[src/rtl/mul_share_sched_pkg.sv]
// Shared types and defaults for the multiplier-sharing scheduler.
// Build option: MUL_TIMEOUT_EN (see mul_share_sched).
package mul_sched_pkg;

    localparam int unsigned DEF_DWIDTH = 8;
    localparam int unsigned DEF_NREQ   = 4;

    typedef enum logic [1:0] {
        S_IDLE  = 2'd0,
        S_ISSUE = 2'd1,
        S_WAIT  = 2'd2,
        S_RESP  = 2'd3
    } state_t;

    // Requester ID width; never narrower than one bit.
    function automatic int unsigned id_width(input int unsigned n);
        return (n <= 2) ? 1 : $clog2(n);
    endfunction

endpackage

[src/rtl/mul_share_sched_if.sv]
// Requester / response bus between client blocks and the scheduler.
interface mul_share_sched_if
    import mul_sched_pkg::*;
#(
    parameter int unsigned DWIDTH = DEF_DWIDTH,
    parameter int unsigned NREQ   = DEF_NREQ,
    parameter int unsigned OWIDTH = 2 * DWIDTH
);
    localparam int unsigned IDW = id_width(NREQ);

    logic [NREQ-1:0]        req_valid;
    logic [NREQ-1:0]        req_ready;
    logic [NREQ*DWIDTH-1:0] req_x;
    logic [NREQ*DWIDTH-1:0] req_y;
    logic                   rsp_valid;
    logic                   rsp_ready;
    logic [IDW-1:0]         rsp_id;
    logic [OWIDTH-1:0]      rsp_z;
    logic                   rsp_err;

    modport master (
        output req_valid, req_x, req_y, rsp_ready,
        input  req_ready, rsp_valid, rsp_id, rsp_z, rsp_err
    );

    modport slave (
        input  req_valid, req_x, req_y, rsp_ready,
        output req_ready, rsp_valid, rsp_id, rsp_z, rsp_err
    );

endinterface

[src/rtl/mul_share_sched_rr_pick.sv]
// Combinational round-robin picker: first set request at or after ptr, wrapping.
module rr_pick
    import mul_sched_pkg::*;
#(
    parameter int unsigned N   = DEF_NREQ,
    parameter int unsigned IDW = id_width(N)
) (
    input  logic [N-1:0]   req,
    input  logic [IDW-1:0] ptr,
    output logic [N-1:0]   gnt_onehot,
    output logic [IDW-1:0] gnt_idx,
    output logic           any
);

    // Scan N positions starting at ptr; the first hit wins.
    always_comb begin
        int unsigned idx;
        idx        = 0;
        gnt_onehot = '0;
        gnt_idx    = '0;
        any        = 1'b0;
        for (int unsigned i = 0; i < N; i++) begin
            idx = (32'(ptr) + i) % N;
            if (!any && req[IDW'(idx)]) begin
                any                     = 1'b1;
                gnt_idx                 = IDW'(idx);
                gnt_onehot[IDW'(idx)]   = 1'b1;
            end
        end
    end

endmodule

[src/rtl/mul_share_sched.sv]
// Round-robin scheduler sharing one start/done multiplier among NREQ requesters.
// Optional build macro MUL_TIMEOUT_EN adds a WAIT watchdog that aborts with rsp_err=1.
module mul_share_sched
    import mul_sched_pkg::*;
#(
    parameter int unsigned DWIDTH  = DEF_DWIDTH,
    parameter int unsigned OWIDTH  = 2 * DWIDTH,
    parameter int unsigned NREQ    = DEF_NREQ
`ifdef MUL_TIMEOUT_EN
    , parameter int unsigned TIMEOUT = 4 * DWIDTH
`endif
) (
    input  logic              clk,
    input  logic              rst,
    mul_share_sched_if.slave  bus,
    output logic [DWIDTH-1:0] mul_x,
    output logic [DWIDTH-1:0] mul_y,
    output logic              mul_start,
    input  logic [OWIDTH-1:0] mul_z,
    input  logic              mul_done
);

    localparam int unsigned IDW = id_width(NREQ);

    state_t            state;
    state_t            state_nxt;
    logic [IDW-1:0]    rr_ptr;
    logic [NREQ-1:0]   gnt_onehot;
    logic [IDW-1:0]    gnt_idx;
    logic              gnt_any;
    logic              accept;
    logic              expired;
    logic [DWIDTH-1:0] sel_x;
    logic [DWIDTH-1:0] sel_y;

    rr_pick #(.N(NREQ), .IDW(IDW)) u_pick (
        .req        (bus.req_valid),
        .ptr        (rr_ptr),
        .gnt_onehot (gnt_onehot),
        .gnt_idx    (gnt_idx),
        .any        (gnt_any)
    );

    assign accept = (state == S_IDLE) && gnt_any;

    // One-hot operand mux for the granted requester.
    always_comb begin
        sel_x = '0;
        sel_y = '0;
        for (int unsigned i = 0; i < NREQ; i++) begin
            if (gnt_onehot[i]) begin
                sel_x = sel_x | bus.req_x[i*DWIDTH +: DWIDTH];
                sel_y = sel_y | bus.req_y[i*DWIDTH +: DWIDTH];
            end
        end
    end

`ifdef MUL_TIMEOUT_EN
    localparam int unsigned TW = $clog2(TIMEOUT + 1);
    logic [TW-1:0] wd_cnt;

    // Watchdog: cleared while issuing, counts each WAIT cycle.
    always_ff @(posedge clk or posedge rst) begin
        if (rst) begin
            wd_cnt <= '0;
        end else if (state == S_ISSUE) begin
            wd_cnt <= '0;
        end else if (state == S_WAIT && !expired) begin
            wd_cnt <= wd_cnt + 1'b1;
        end
    end

    assign expired = (state == S_WAIT) && (wd_cnt == TW'(TIMEOUT - 1));

    // Error flag: a real mul_done always beats a simultaneous expiry.
    always_ff @(posedge clk or posedge rst) begin
        if (rst) begin
            bus.rsp_err <= 1'b0;
        end else if (state == S_WAIT) begin
            if (mul_done) begin
                bus.rsp_err <= 1'b0;
            end else if (expired) begin
                bus.rsp_err <= 1'b1;
            end
        end
    end
`else
    assign expired     = 1'b0;
    assign bus.rsp_err = 1'b0;
`endif

    // State register.
    always_ff @(posedge clk or posedge rst) begin
        if (rst) begin
            state <= S_IDLE;
        end else begin
            state <= state_nxt;
        end
    end

    // Next-state logic.
    always_comb begin
        state_nxt = state;
        case (state)
            S_IDLE:  if (gnt_any) state_nxt = S_ISSUE;
            S_ISSUE: state_nxt = S_WAIT;
            S_WAIT:  if (mul_done || expired) state_nxt = S_RESP;
            S_RESP:  if (bus.rsp_ready) state_nxt = S_IDLE;
            default: state_nxt = S_IDLE;
        endcase
    end

    // State-decoded outputs; the grant is only visible while idle.
    always_comb begin
        bus.req_ready = '0;
        mul_start     = 1'b0;
        bus.rsp_valid = 1'b0;
        case (state)
            S_IDLE:  bus.req_ready = gnt_onehot;
            S_ISSUE: mul_start     = 1'b1;
            S_RESP:  bus.rsp_valid = 1'b1;
            default: ;
        endcase
    end

    // Capture operands, owner and pointer on grant; hold them until the next grant.
    always_ff @(posedge clk or posedge rst) begin
        if (rst) begin
            rr_ptr     <= '0;
            mul_x      <= '0;
            mul_y      <= '0;
            bus.rsp_id <= '0;
        end else if (accept) begin
            mul_x      <= sel_x;
            mul_y      <= sel_y;
            bus.rsp_id <= gnt_idx;
            rr_ptr     <= (gnt_idx == IDW'(NREQ - 1)) ? '0 : gnt_idx + 1'b1;
        end
    end

    // Product capture; a watchdog abort returns zero.
    always_ff @(posedge clk or posedge rst) begin
        if (rst) begin
            bus.rsp_z <= '0;
        end else if (state == S_WAIT) begin
            if (mul_done) begin
                bus.rsp_z <= mul_z;
            end else if (expired) begin
                bus.rsp_z <= '0;
            end
        end
    end

endmodule

[src/flat_wrapper.sv]
// flat-port wrapper written by rule: the top's interface ports become plain ports
module mul_share_sched_flat import mul_sched_pkg::*;
#(
    parameter int unsigned DWIDTH  = DEF_DWIDTH,
    parameter int unsigned OWIDTH  = 2 * DWIDTH,
    parameter int unsigned NREQ    = DEF_NREQ

)
  (clk, rst, mul_x, mul_y, mul_start, mul_z, mul_done, bus_req_valid, bus_req_x, bus_req_y, bus_rsp_ready, bus_req_ready, bus_rsp_valid, bus_rsp_id, bus_rsp_z, bus_rsp_err);
  mul_share_sched_if #(.DWIDTH(DWIDTH), .NREQ(NREQ), .OWIDTH(OWIDTH)) bus_i ();
  input  logic clk;
  input  logic rst;
  output logic [DWIDTH-1:0] mul_x;
  output logic [DWIDTH-1:0] mul_y;
  output logic mul_start;
  input  logic [OWIDTH-1:0] mul_z;
  input  logic mul_done;
  input wire logic [$bits(bus_i.req_valid)-1:0] bus_req_valid;
  input wire logic [$bits(bus_i.req_x)-1:0] bus_req_x;
  input wire logic [$bits(bus_i.req_y)-1:0] bus_req_y;
  input wire logic [$bits(bus_i.rsp_ready)-1:0] bus_rsp_ready;
  output wire logic [$bits(bus_i.req_ready)-1:0] bus_req_ready;
  output wire logic [$bits(bus_i.rsp_valid)-1:0] bus_rsp_valid;
  output wire logic [$bits(bus_i.rsp_id)-1:0] bus_rsp_id;
  output wire logic [$bits(bus_i.rsp_z)-1:0] bus_rsp_z;
  output wire logic [$bits(bus_i.rsp_err)-1:0] bus_rsp_err;
  assign bus_i.req_valid = bus_req_valid;
  assign bus_i.req_x = bus_req_x;
  assign bus_i.req_y = bus_req_y;
  assign bus_i.rsp_ready = bus_rsp_ready;
  assign bus_req_ready = bus_i.req_ready;
  assign bus_rsp_valid = bus_i.rsp_valid;
  assign bus_rsp_id = bus_i.rsp_id;
  assign bus_rsp_z = bus_i.rsp_z;
  assign bus_rsp_err = bus_i.rsp_err;
  mul_share_sched #(.DWIDTH(DWIDTH), .OWIDTH(OWIDTH), .NREQ(NREQ)) u_core (.clk(clk), .rst(rst), .bus(bus_i), .mul_x(mul_x), .mul_y(mul_y), .mul_start(mul_start), .mul_z(mul_z), .mul_done(mul_done));
endmodule
[config.mk]
export PLATFORM = sky130hd
export DESIGN_NAME = mul_share_sched_flat
export DESIGN_NICKNAME = d
export VERILOG_FILES = /design/src/rtl/mul_share_sched_pkg.sv /design/src/rtl/mul_share_sched_if.sv /design/src/rtl/mul_share_sched_rr_pick.sv /design/src/rtl/mul_share_sched.sv /design/src/flat_wrapper.sv
export SDC_FILE = /design/constraint.sdc
export NUM_CORES = 1
export LEC_CHECK = 0
export CAP_MARGIN = 40
export CORE_ASPECT_RATIO = 0.75
export CORE_MARGIN = 4
export CORE_UTILIZATION = 41
export CTS_CLUSTER_SIZE = 20
export DETAILED_ROUTE_END_ITERATION = 8
export PLACE_DENSITY = 0.86
export SYNTH_ARGS = -nofsm -noshare
export SYNTH_HDL_FRONTEND = slang
export SYNTH_HIERARCHICAL = 1
export SYNTH_SLANG_ARGS = --single-unit
[constraint.sdc]
create_clock -name clk -period 6.8 [get_ports clk]
set_input_delay 1.7 -clock clk [delete_from_list [all_inputs] [get_ports clk]]
set_output_delay 1.7 -clock clk [all_outputs]
set_load 0.005 [all_outputs]
Word level (Yosys, flattened, before mapping)

Index checks and enable logic that the tools add are counted.

Add/subtract/negate cells: 4
$lt $le $gt $ge: 8
Equality and inequality tests: 7
Muxes and demuxes: 44
Bitwise logic cells: 9
Reductions and logical operators: 14

Operators with widths:

| kind                                                                   | count |
|---|---|
| 8-bit 2-to-1 mux                                                       | 8 |
| 8-bit OR                                                               | 6 |
| 4-bit 2-to-1 mux                                                       | 5 |
| 2-bit 2-to-1 mux                                                       | 8 |
| 1-bit 2-to-1 mux                                                       | 14 |
| 2-bit by 3-bit < comparator with 1-bit output (second input constant)  | 4 |
| 4-bit OR                                                               | 3 |
| 1-bit binary-select mux with 2-bit select                              | 4 |
| 1-bit demux with 2-bit select                                          | 4 |
| 2-bit by 1-bit >= comparator with 1-bit output (second input constant) | 4 |
| 1-bit logical AND                                                      | 8 |
| 2-bit one-hot mux with 4 select lines                                  | 1 |
| 2-bit == test (second input constant)                                  | 3 |
| 2-bit by 1-bit adder with 2-bit output (second input constant)         | 2 |
| 2-bit adder (second input constant)                                    | 2 |
| 2-bit != test (second input constant)                                  | 2 |
| 1-bit zero test                                                        | 3 |
| 3-bit AND reduction                                                    | 1 |
| 2-bit by 1-bit == test with 1-bit output (second input constant)       | 1 |
| 2-bit zero test                                                        | 1 |
| 2-bit by 1-bit != test with 1-bit output (second input constant)       | 1 |
| 2-bit AND reduction                                                    | 1 |

Register bits: 38
Bits of input ports: 88
Output and inout bits: 41
Logic and storage cells: 92

Depth between registers and ports, before layout

Gate-level depths: netlist of the first run.

Word-level depth: 19
Depth in mapped cells: 13
Depth with buffers taken out: 9

Modules after synthesis

Netlist of the first run, hierarchy kept.

By module, submodules not included:

| module          | instances | cells an instance | area each (sq um) | seq. area each (sq um) |
|---|---|---|---|---|
| mul_share_sched | 1         | 158               | 1814.2            | 950.9 |
| rr_pick         | 1         | 45                | 419.2             | 0.0 |

Worst setup path before layout of the first run

No wires, ideal clock.

Kind: in2out
Start point: input port bus_req_valid[2]
End point: output port bus_req_ready[2]
Arrival: 3.402 ns
Data required time: 5.100 ns
Path slack: 1.698 ns
Cell stages on the path: 8
Path buffers: 3
Path through: mux4_2 -> buf_6 -> nor4b_4 -> a22oi_1 -> o21ai_0 -> clkbuf_1 -> buf_2 -> and2_1

Cells in the longest elaborated chain, start to end: 13
Elaborated cells on any way between the ends: 25
Those cells by class: mux (16); bitwise (3); reduce/logical (6)

RTL lines:

| element                                   | line                          | source |
|---|---|---|
| start: declaration                        | flat_wrapper.sv:18            | `input wire logic [$bits(bus_i.req_valid)-1:0] bus_req_valid;` |
| 1-bit binary-select mux with 2-bit select | mul_share_sched_rr_pick.sv:24 | `if (!any && req[IDW'(idx)]) begin` |
| 1-bit 2-to-1 mux (not written as such)    | mul_share_sched_rr_pick.sv:24 |  |
| 1-bit 2-to-1 mux                          | mul_share_sched_rr_pick.sv:24 |  |
| 1-bit zero test                           | mul_share_sched_rr_pick.sv:24 |  |
| 1-bit logical AND                         | mul_share_sched_rr_pick.sv:24 |  |
| 1-bit 2-to-1 mux                          | mul_share_sched_rr_pick.sv:24 |  |
| 1-bit zero test                           | mul_share_sched_rr_pick.sv:24 |  |
| 1-bit logical AND                         | mul_share_sched_rr_pick.sv:24 |  |
| 1-bit 2-to-1 mux                          | mul_share_sched_rr_pick.sv:24 |  |
| 1-bit zero test                           | mul_share_sched_rr_pick.sv:24 |  |
| 1-bit logical AND                         | mul_share_sched_rr_pick.sv:24 |  |
| 4-bit 2-to-1 mux *                        | mul_share_sched_rr_pick.sv:24 |  |
| named net u_core.gnt_onehot[2]            | mul_share_sched.sv:28         | `logic [NREQ-1:0] gnt_onehot;` |
| 4-bit 2-to-1 mux *                        | mul_share_sched.sv:118        | `case (state)` |
| end: declaration                          | flat_wrapper.sv:22            | `output wire logic [$bits(bus_i.req_ready)-1:0] bus_req_ready;` |

Mark *: on every way through the listed nets, which the timed path passes. The rest lies on a longest branch. The select of a mux whose other input is x is not followed.

Final worst setup path of the first run

Start point: input port bus_req_valid[3]
End point: output port bus_req_ready[3]

The elaborated chain is that of the path after synthesis.

==> metrics.md, run 1 <==
| Metric | Value |
|---|---|
| Critical Path Sink Type | output pin |
| Layout area overhead | 64.0% |
| Number of DRC markers in iteration 0 | 61 |
| Die Y-Extent | roughly 72 um |
| Via Count | 2152 |
| Final Hold Viols | 0 |
| CTS tree | yes |
| Setup tns final | 0 ns |
| Max_cap viols | 0 |
| Largest net degree at the start of global routing | 39 |
| NetSw | 0.627 mW |
| Initial Util | 0.441 |
| Dpl hpwl | 5600 um |
| # clock sinks | 38 |
| CP max stage cell | mux4_2 |
| Die area | ~6700 sq um |
| Synth top area share | 0.426 |
| Remaining Overflow, GRT | 0 |
| Top-Level Pins | between 100 and 150 |
| Syn_area_per_cell | 11.0 sq um |
| Async S/R FF share, synth | 1.00 |
| WP data required | 5.10 ns |
| Number of flops mapped to enable cells by yosys | 0 |
| Antenna diodes | 0 |
| Endpoints failing setup | 0 |
| Critical path, cell by cell | clkdlybuf4s50_1, mux4_2, nor4b_4, a22oi_1, o21ai_1, and2_1, clkdlybuf4s50_1 |
| Core Rows | 22 |
| Status | completed |
| Cells after synthesis | 203 |
| CP peak stage delay | 0.65 ns |
| Post-CTS Setup Bufs | 0 |
| Core region area | 5060 sq um |
| Switching Share | 0.387 |
| Final RePlAce weighted congestion | 0.883 |
| Initial antenna violation count | 0 |
| Post-cts gate resize count | 0 |
| Antenna Nets Post-Route | 0 |
| PwrDens | between 400 and 500 nW/um^2 |
| Final wirelength | between 7000 and 8000 um |
| Reg power frac | 0.254 |
| Commonest non-fill, non-tap cell in the layout | clkdlybuf4s50_1 |
| Synth cell types | 31 |
| CTS buffer count | 5 |
| Synth Warn # | 6 |
| Vias per inst | 5.38 |
| Slew Viols, Final | 0 |
| Syn_nets | 301 |
| Drt wl/cell | roughly 18 um |
| Critical path peak fanout | 13 |
| Leakage | about 1.5 nW |
| Post-synth top area cell | dfrtp_1 |
| 1st-pass router iterations | 4 |
| Vias in the first global route | 2220 |
| Chip width | 93.2 um |
| CTS clk-pin slew, worst paths | 0.07 ns |
| Hold buffer count at CTS | 0 |
| Worst Max-Slew Pin Slew | 0.724 ns |
| Final Total Pwr | between 1.5 and 2 mW |
| Layout cell share with drive strength beyond 1 | 0.116 |
| Sequential share of the synthesized area | 0.426 |
| Logic pwr share | 0.648 |
| Port Buffers | ~130 |
| Buf/Inv on CP | 2 |
| CP Data Arrival Time | around 4.2 ns |
| Hold WC Path Type | register to register |
| Post-synth top flop | dfrtp_1 |
| Drt drc | 0 |
| CP delay by family, top | buffers and inverters |
| Clk_skew | approximately 0.0042 ns |
| H-tree depth | 2 |
| RSZ-0062 raised after global routing | no |
| Max VDD drop | 0.297 mV |
| Slew headroom | 0.516 |
| Clk network pwr share | 0.097 |
| Top post-synthesis cells by area | dfrtp_1, mux2_2, a221oi_1, a22o_1, ha_1 |
| First-pass GRT wire length | 11100 um |
| Fin crit share | 0.866 |
| Post-route minimum period | ~6 ns |
| Final Net Count | around 430 |
| Seq cells post-synth | 38 |
| CP Class | primary input to output pin |
| Total track usage | 0.214 |
| Root Driver | clkbuf_8 |
| Clk Latency, worst-skew pair | 0.28 ns |
| Clock Path Buffers | 2 |
| Commonest cells after routing, fill and taps aside | clkdlybuf4s50_1, dfrtp_1, mux2_2 |
| Crit path launch type | primary input |
| Int Power | 0.993 mW |
| Most frequent cell on the critical path | clkdlybuf4s50_1 |
| Max Freq | 170 MHz |
| Post-Synthesis Cell Area | between 2000 and 2500 sq um |
## worst register-to-register path: cells and delay by family, from the launching register on
kind | cells | cell delay [ns]
AO/OA/AOI/OAI | 5 | 0.93
adder cells (fa/ha/maj) | 1 | 0.39
buffers and inverters | 2 | 0.40
flip-flops | 1 | 0.65
multiplexers | 1 | 0.39
AND/OR/NAND/NOR | 1 | 0.29
## power groups by stage
stage	Clock, mW	Sequential (mW)	Combinational (mW)
after floorplan	0	0.409	0.613
after global placement	0	0.408	1.01
after detailed placement	0	0.418	1.06
after CTS	0.164	0.414	1.06
after global routing	0.179	0.430	1.15
final	0.158	0.412	1.05
## cell type report
cell class	count	area [sq um]
Timing Repair Buffer	133	1340
Sequential cell	38	951
Multi-Input combinational cell	139	1160
Clock inverter	1	5.00
Inverter	10	37.5
Fill cell	397	1400
Clock buffer	7	86.3
Tap cell	72	90.1
## synth_stat cells, types with 2 or more instances
library cell,count
a221oi_1,16
a22o_1,16
a22oi_1,8
and2_1,4
buf_2,7
buf_6,2
clkbuf_1,6
dfrtp_1,38
ha_1,10
inv_1,10
mux2_2,21
mux2i_1,2
mux4_1,2
mux4_2,2
nand2_1,20
nor2_1,3
o21ai_0,21
o31ai_1,2
## final timing paths
kind / cells past startpoint / endpoint / start / slack [ns]
setup / recovery: 7 / bus_req_ready[3] / bus_req_valid[3] / 0.91
hold / removal: 2 / u_core/mul_x[3]$_DFFE_PP0P_ / u_core/mul_x[3]$_DFFE_PP0P_ / 0.48
max in group asynchronous: 3 / u_core/mul_x[5]$_DFFE_PP0P_ / rst / 4.61
min in group asynchronous: 3 / u_core/bus.rsp_z[0]$_DFFE_PP0P_ / rst / 1.85
hold reg to reg: 2 / u_core/mul_x[3]$_DFFE_PP0P_ / u_core/mul_x[3]$_DFFE_PP0P_ / 0.48
setup reg to reg: 10 / u_core/mul_y[1]$_DFFE_PP0P_ / u_core/rr_ptr[0]$_DFFE_PP0P_ / 3.62
## sequential cells by signal, summed over array words and instances (netlist names)
signal             flops
u_core/bus.rsp_z      16
u_core/rr_ptr          2
u_core/state           2
u_core/mul_y           8
u_core/mul_x           8
u_core/bus.rsp_id      2
## per-stage QoR
stage | worst slack [ns] | hold WS [ns] | area, sq um | instances | utilization
finish | 0.911 | 0.483 | 3660 | 400 | 0.723
global route | 0.712 | 0.516 | 3660 | 400 | 0.723
CTS | 0.924 | 0.487 | 3660 | 400 | 0.723
detailed placement | 0.924 | 0.470 | 3570 | 392 | 0.705
global placement | 0.997 | 0.465 | 3540 | 391 | 0.700
floorplan | 1.70 | 0.473 | 2230 | 203 | -
## per-layer routing
metal	part of all wire	track usage	up-vias	routed length, um
met3	0.090	0.0839	15	645
met5	0	0	-	0
met1	0.40	0.252	1020	2870
met4	0.024	0.0602	0	174
met2	0.48	0.364	97	3450
li1	-	-	1020	-
## logic make-up after synthesis
family          after synthesis  share of synthesized area
other cells                   1                    0.00168
compound gates               68                      0.225
simple gates                 32                     0.0723
mux                          28                      0.164
flops                        38                      0.426
fa+ha+maj                    10                     0.0560
buf+inv                      26                     0.0560
Power figures use the tool's default switching activity.
==> inputs of run 2 (changes only) <==
- CORE_UTILIZATION: 41 -> 38
- PLACE_DENSITY: 0.86 -> 0.8
- SLEW_MARGIN: default -> 20
- clock period: 6.8 -> 5.8 ns (I/O delays scaled with it)
==> metrics.md, run 2 (synthesis gave the netlist of run 1 again) <==
| Metric | Value |
|---|---|
| Biggest regs | u_core/bus.rsp_z (16), u_core/mul_x (8), u_core/mul_y (8) |
| Layout cell share with drive strength beyond 1 | 0.116 (unchanged) |
| Max Freq | 185 MHz |
| Max FFs per register | 16 (unchanged) |
| Multi-input logic area | 1160 sq um (unchanged) |
| Leakage | 1.51 nW (-0.58%) |
| Core Rows | 23 (+4.5%) |
| CTS tree | yes |
| Commonest non-fill, non-tap cell in the layout | clkdlybuf4s50_1 |
| Slew Viols, Final | 0 (unchanged) |
| Worst Max-Slew Pin Slew | 0.681 ns (-0.0430 ns) |
| CTS buffer count | 5 (unchanged) |
| Chip width | 96.5 um (+3.5%) |
| Post-route minimum period | 5.41 ns |
| Antenna diodes | 0 (unchanged) |
| Layout fillers | 443 (+12%) |
| Clk Latency, worst-skew pair | 0.29 ns (about the same) |
| Commonest cells after routing, fill and taps aside | clkdlybuf4s50_1, dfrtp_1, mux2_2 |
| Endpoints failing setup | 0 (unchanged) |
| Max VDD drop | 0.324 mV (+8.9%) |
| Total track usage | 0.187 (-0.0264) |
| Final RePlAce weighted congestion | 0.746 (-15%) |
| Final Net Count | 425 (unchanged) |
| CP Class | primary input to output pin |
| Max_cap viols | 0 (unchanged) |
| # clock sinks | 38 (unchanged) |
| Min-Delay Path Depth | 2 (unchanged) |
| Top reg by flops | u_core/bus.rsp_z |
| Drt drc | 0 (unchanged) |
| WP data required | 4.35 ns (-0.75 ns) |
| Critical path peak fanout | 13 (unchanged) |
| Crit path launch type | primary input |
| Fin crit share | 0.933 |
| CTS clk-pin slew, worst paths | 0.07 ns (about the same) |
| Worst r2r path cells | 10 (unchanged) |
| Layout area overhead | 63.3% |
| Final wirelength | 6900 um (-3.3%) |
| Root Driver | clkbuf_8 |
| Critical Path Sink Type | output pin |
| Port Buffers | 127 (unchanged) |
| First-pass GRT wire length | 10200 um (-8.1%) |
| Setup tns final | 0 ns (unchanged) |
| Core region area | 5530 sq um (+9.1%) |
| Status | completed |
| PwrDens | 513 nW/um^2 (+16%) |
| Dpl hpwl | 5220 um (-6.8%) |
| Drt wl/cell | 17.1 um (-4.1%) |
| Clock Path Buffers | 2 (unchanged) |
| Remaining Overflow, GRT | 0 (unchanged) |
| Vias in the first global route | 2131 (-4.0%) |
| H-tree depth | 2 (unchanged) |
| Die area | 7180 sq um (+7.1%) |
| Slew headroom | 0.545 (+0.0287) |
| Antenna Nets Post-Route | 0 (unchanged) |
| Hold slack | 0.482 ns (-0.000764 ns) |
| Clk_skew | 0.00260 ns (-0.00159 ns) |
| Final Hold Viols | 0 (unchanged) |
| Register area | 951 sq um (unchanged) |
| Die Y-Extent | 74.4 um (+3.4%) |
| Number of DRC markers in iteration 0 | 52 (-15%) |
| CP Data Arrival Time | 3.96 ns (-0.23 ns) |
| Hold buffer count at CTS | 0 (unchanged) |
| 1st-pass router iterations | 4 (unchanged) |
| Vias per inst | 5.20 (-3.3%) |
| Hold WC Path Type | register to register |
| Util after Layout | 0.660 (-0.0632) |
| Largest net degree at the start of global routing | 39 (unchanged) |
| Post-cts gate resize count | 0 (unchanged) |
| Top-Level Pins | 129 (unchanged) |
| Post-CTS Setup Bufs | 0 (unchanged) |
| Initial antenna violation count | 0 (unchanged) |
| Initial Util | 0.404 (-0.0367) |
| Via Count | 2097 (-2.6%) |
| RSZ-0062 raised after global routing | no |
-- run 2: final timing paths --
| path | startpoint | end | slack, ns |
|---|---|---|---|
| max reg2reg | u_core/rr_ptr[0]$_DFFE_PP0P_ | u_core/mul_x[2]$_DFFE_PP0P_ | 2.66 |
| min in group asynchronous | rst | u_core/bus.rsp_z[5]$_DFFE_PP0P_ | 1.57 |
| max | bus_req_valid[3] | bus_req_ready[0] | 0.39 |
| min reg2reg | u_core/mul_x[3]$_DFFE_PP0P_ | u_core/mul_x[3]$_DFFE_PP0P_ | 0.48 |
| min | u_core/mul_x[3]$_DFFE_PP0P_ | u_core/mul_x[3]$_DFFE_PP0P_ | 0.48 |
| max in group asynchronous | rst | u_core/mul_x[3]$_DFFE_PP0P_ | 3.88 |
-- run 2: per-layer routing --
layer,vias to the layer above,GRT usage,part of all wire
li1,1018,-,-
met4,0,0.0544,0.0077
met1,982,0.213,0.39
met2,90,0.336,0.48
met3,7,0.0637,0.12
met5,-,0,0
-- run 2: worst max-delay path: stages --
cell             delay [ns]
clkdlybuf4s50_1        0.48
mux4_2                 0.65
nor4b_4                0.43
a22oi_1                0.11
o21ai_1                0.15
and2_1                 0.18
clkdlybuf4s50_1        0.50
-- run 2: per-stage QoR --
step	setup slack [ns]	area (sq um)	std cells	power (mW)
after floorplan	1.20	2230	203	1.20
after global placement	0.493	3560	395	1.67
after detailed placement	0.415	3560	395	1.71
after CTS	0.398	3650	403	1.90
after global routing	0.277	3650	403	2.03
final	0.391	3650	403	1.87
-- run 2: cell type report --
class,count,area share
repair buffers,133,0.361
multi-input cells,139,0.317
flip-flops and latches,38,0.261
well taps,75,0.0257
clock buffers,7,0.0237
inverters,10,0.0103
clock inverters,1,0.00137
-- run 2: power by group --
part	total, mW	leakage, nW	switching, mW	internal (mW)
Sequential	0.483	0.465	0.0859	0.397
Combinational	1.20	1.00	0.545	0.655
Clock	0.189	0.0482	0.0932	0.0959
Total	1.87	1.51	0.724	1.15
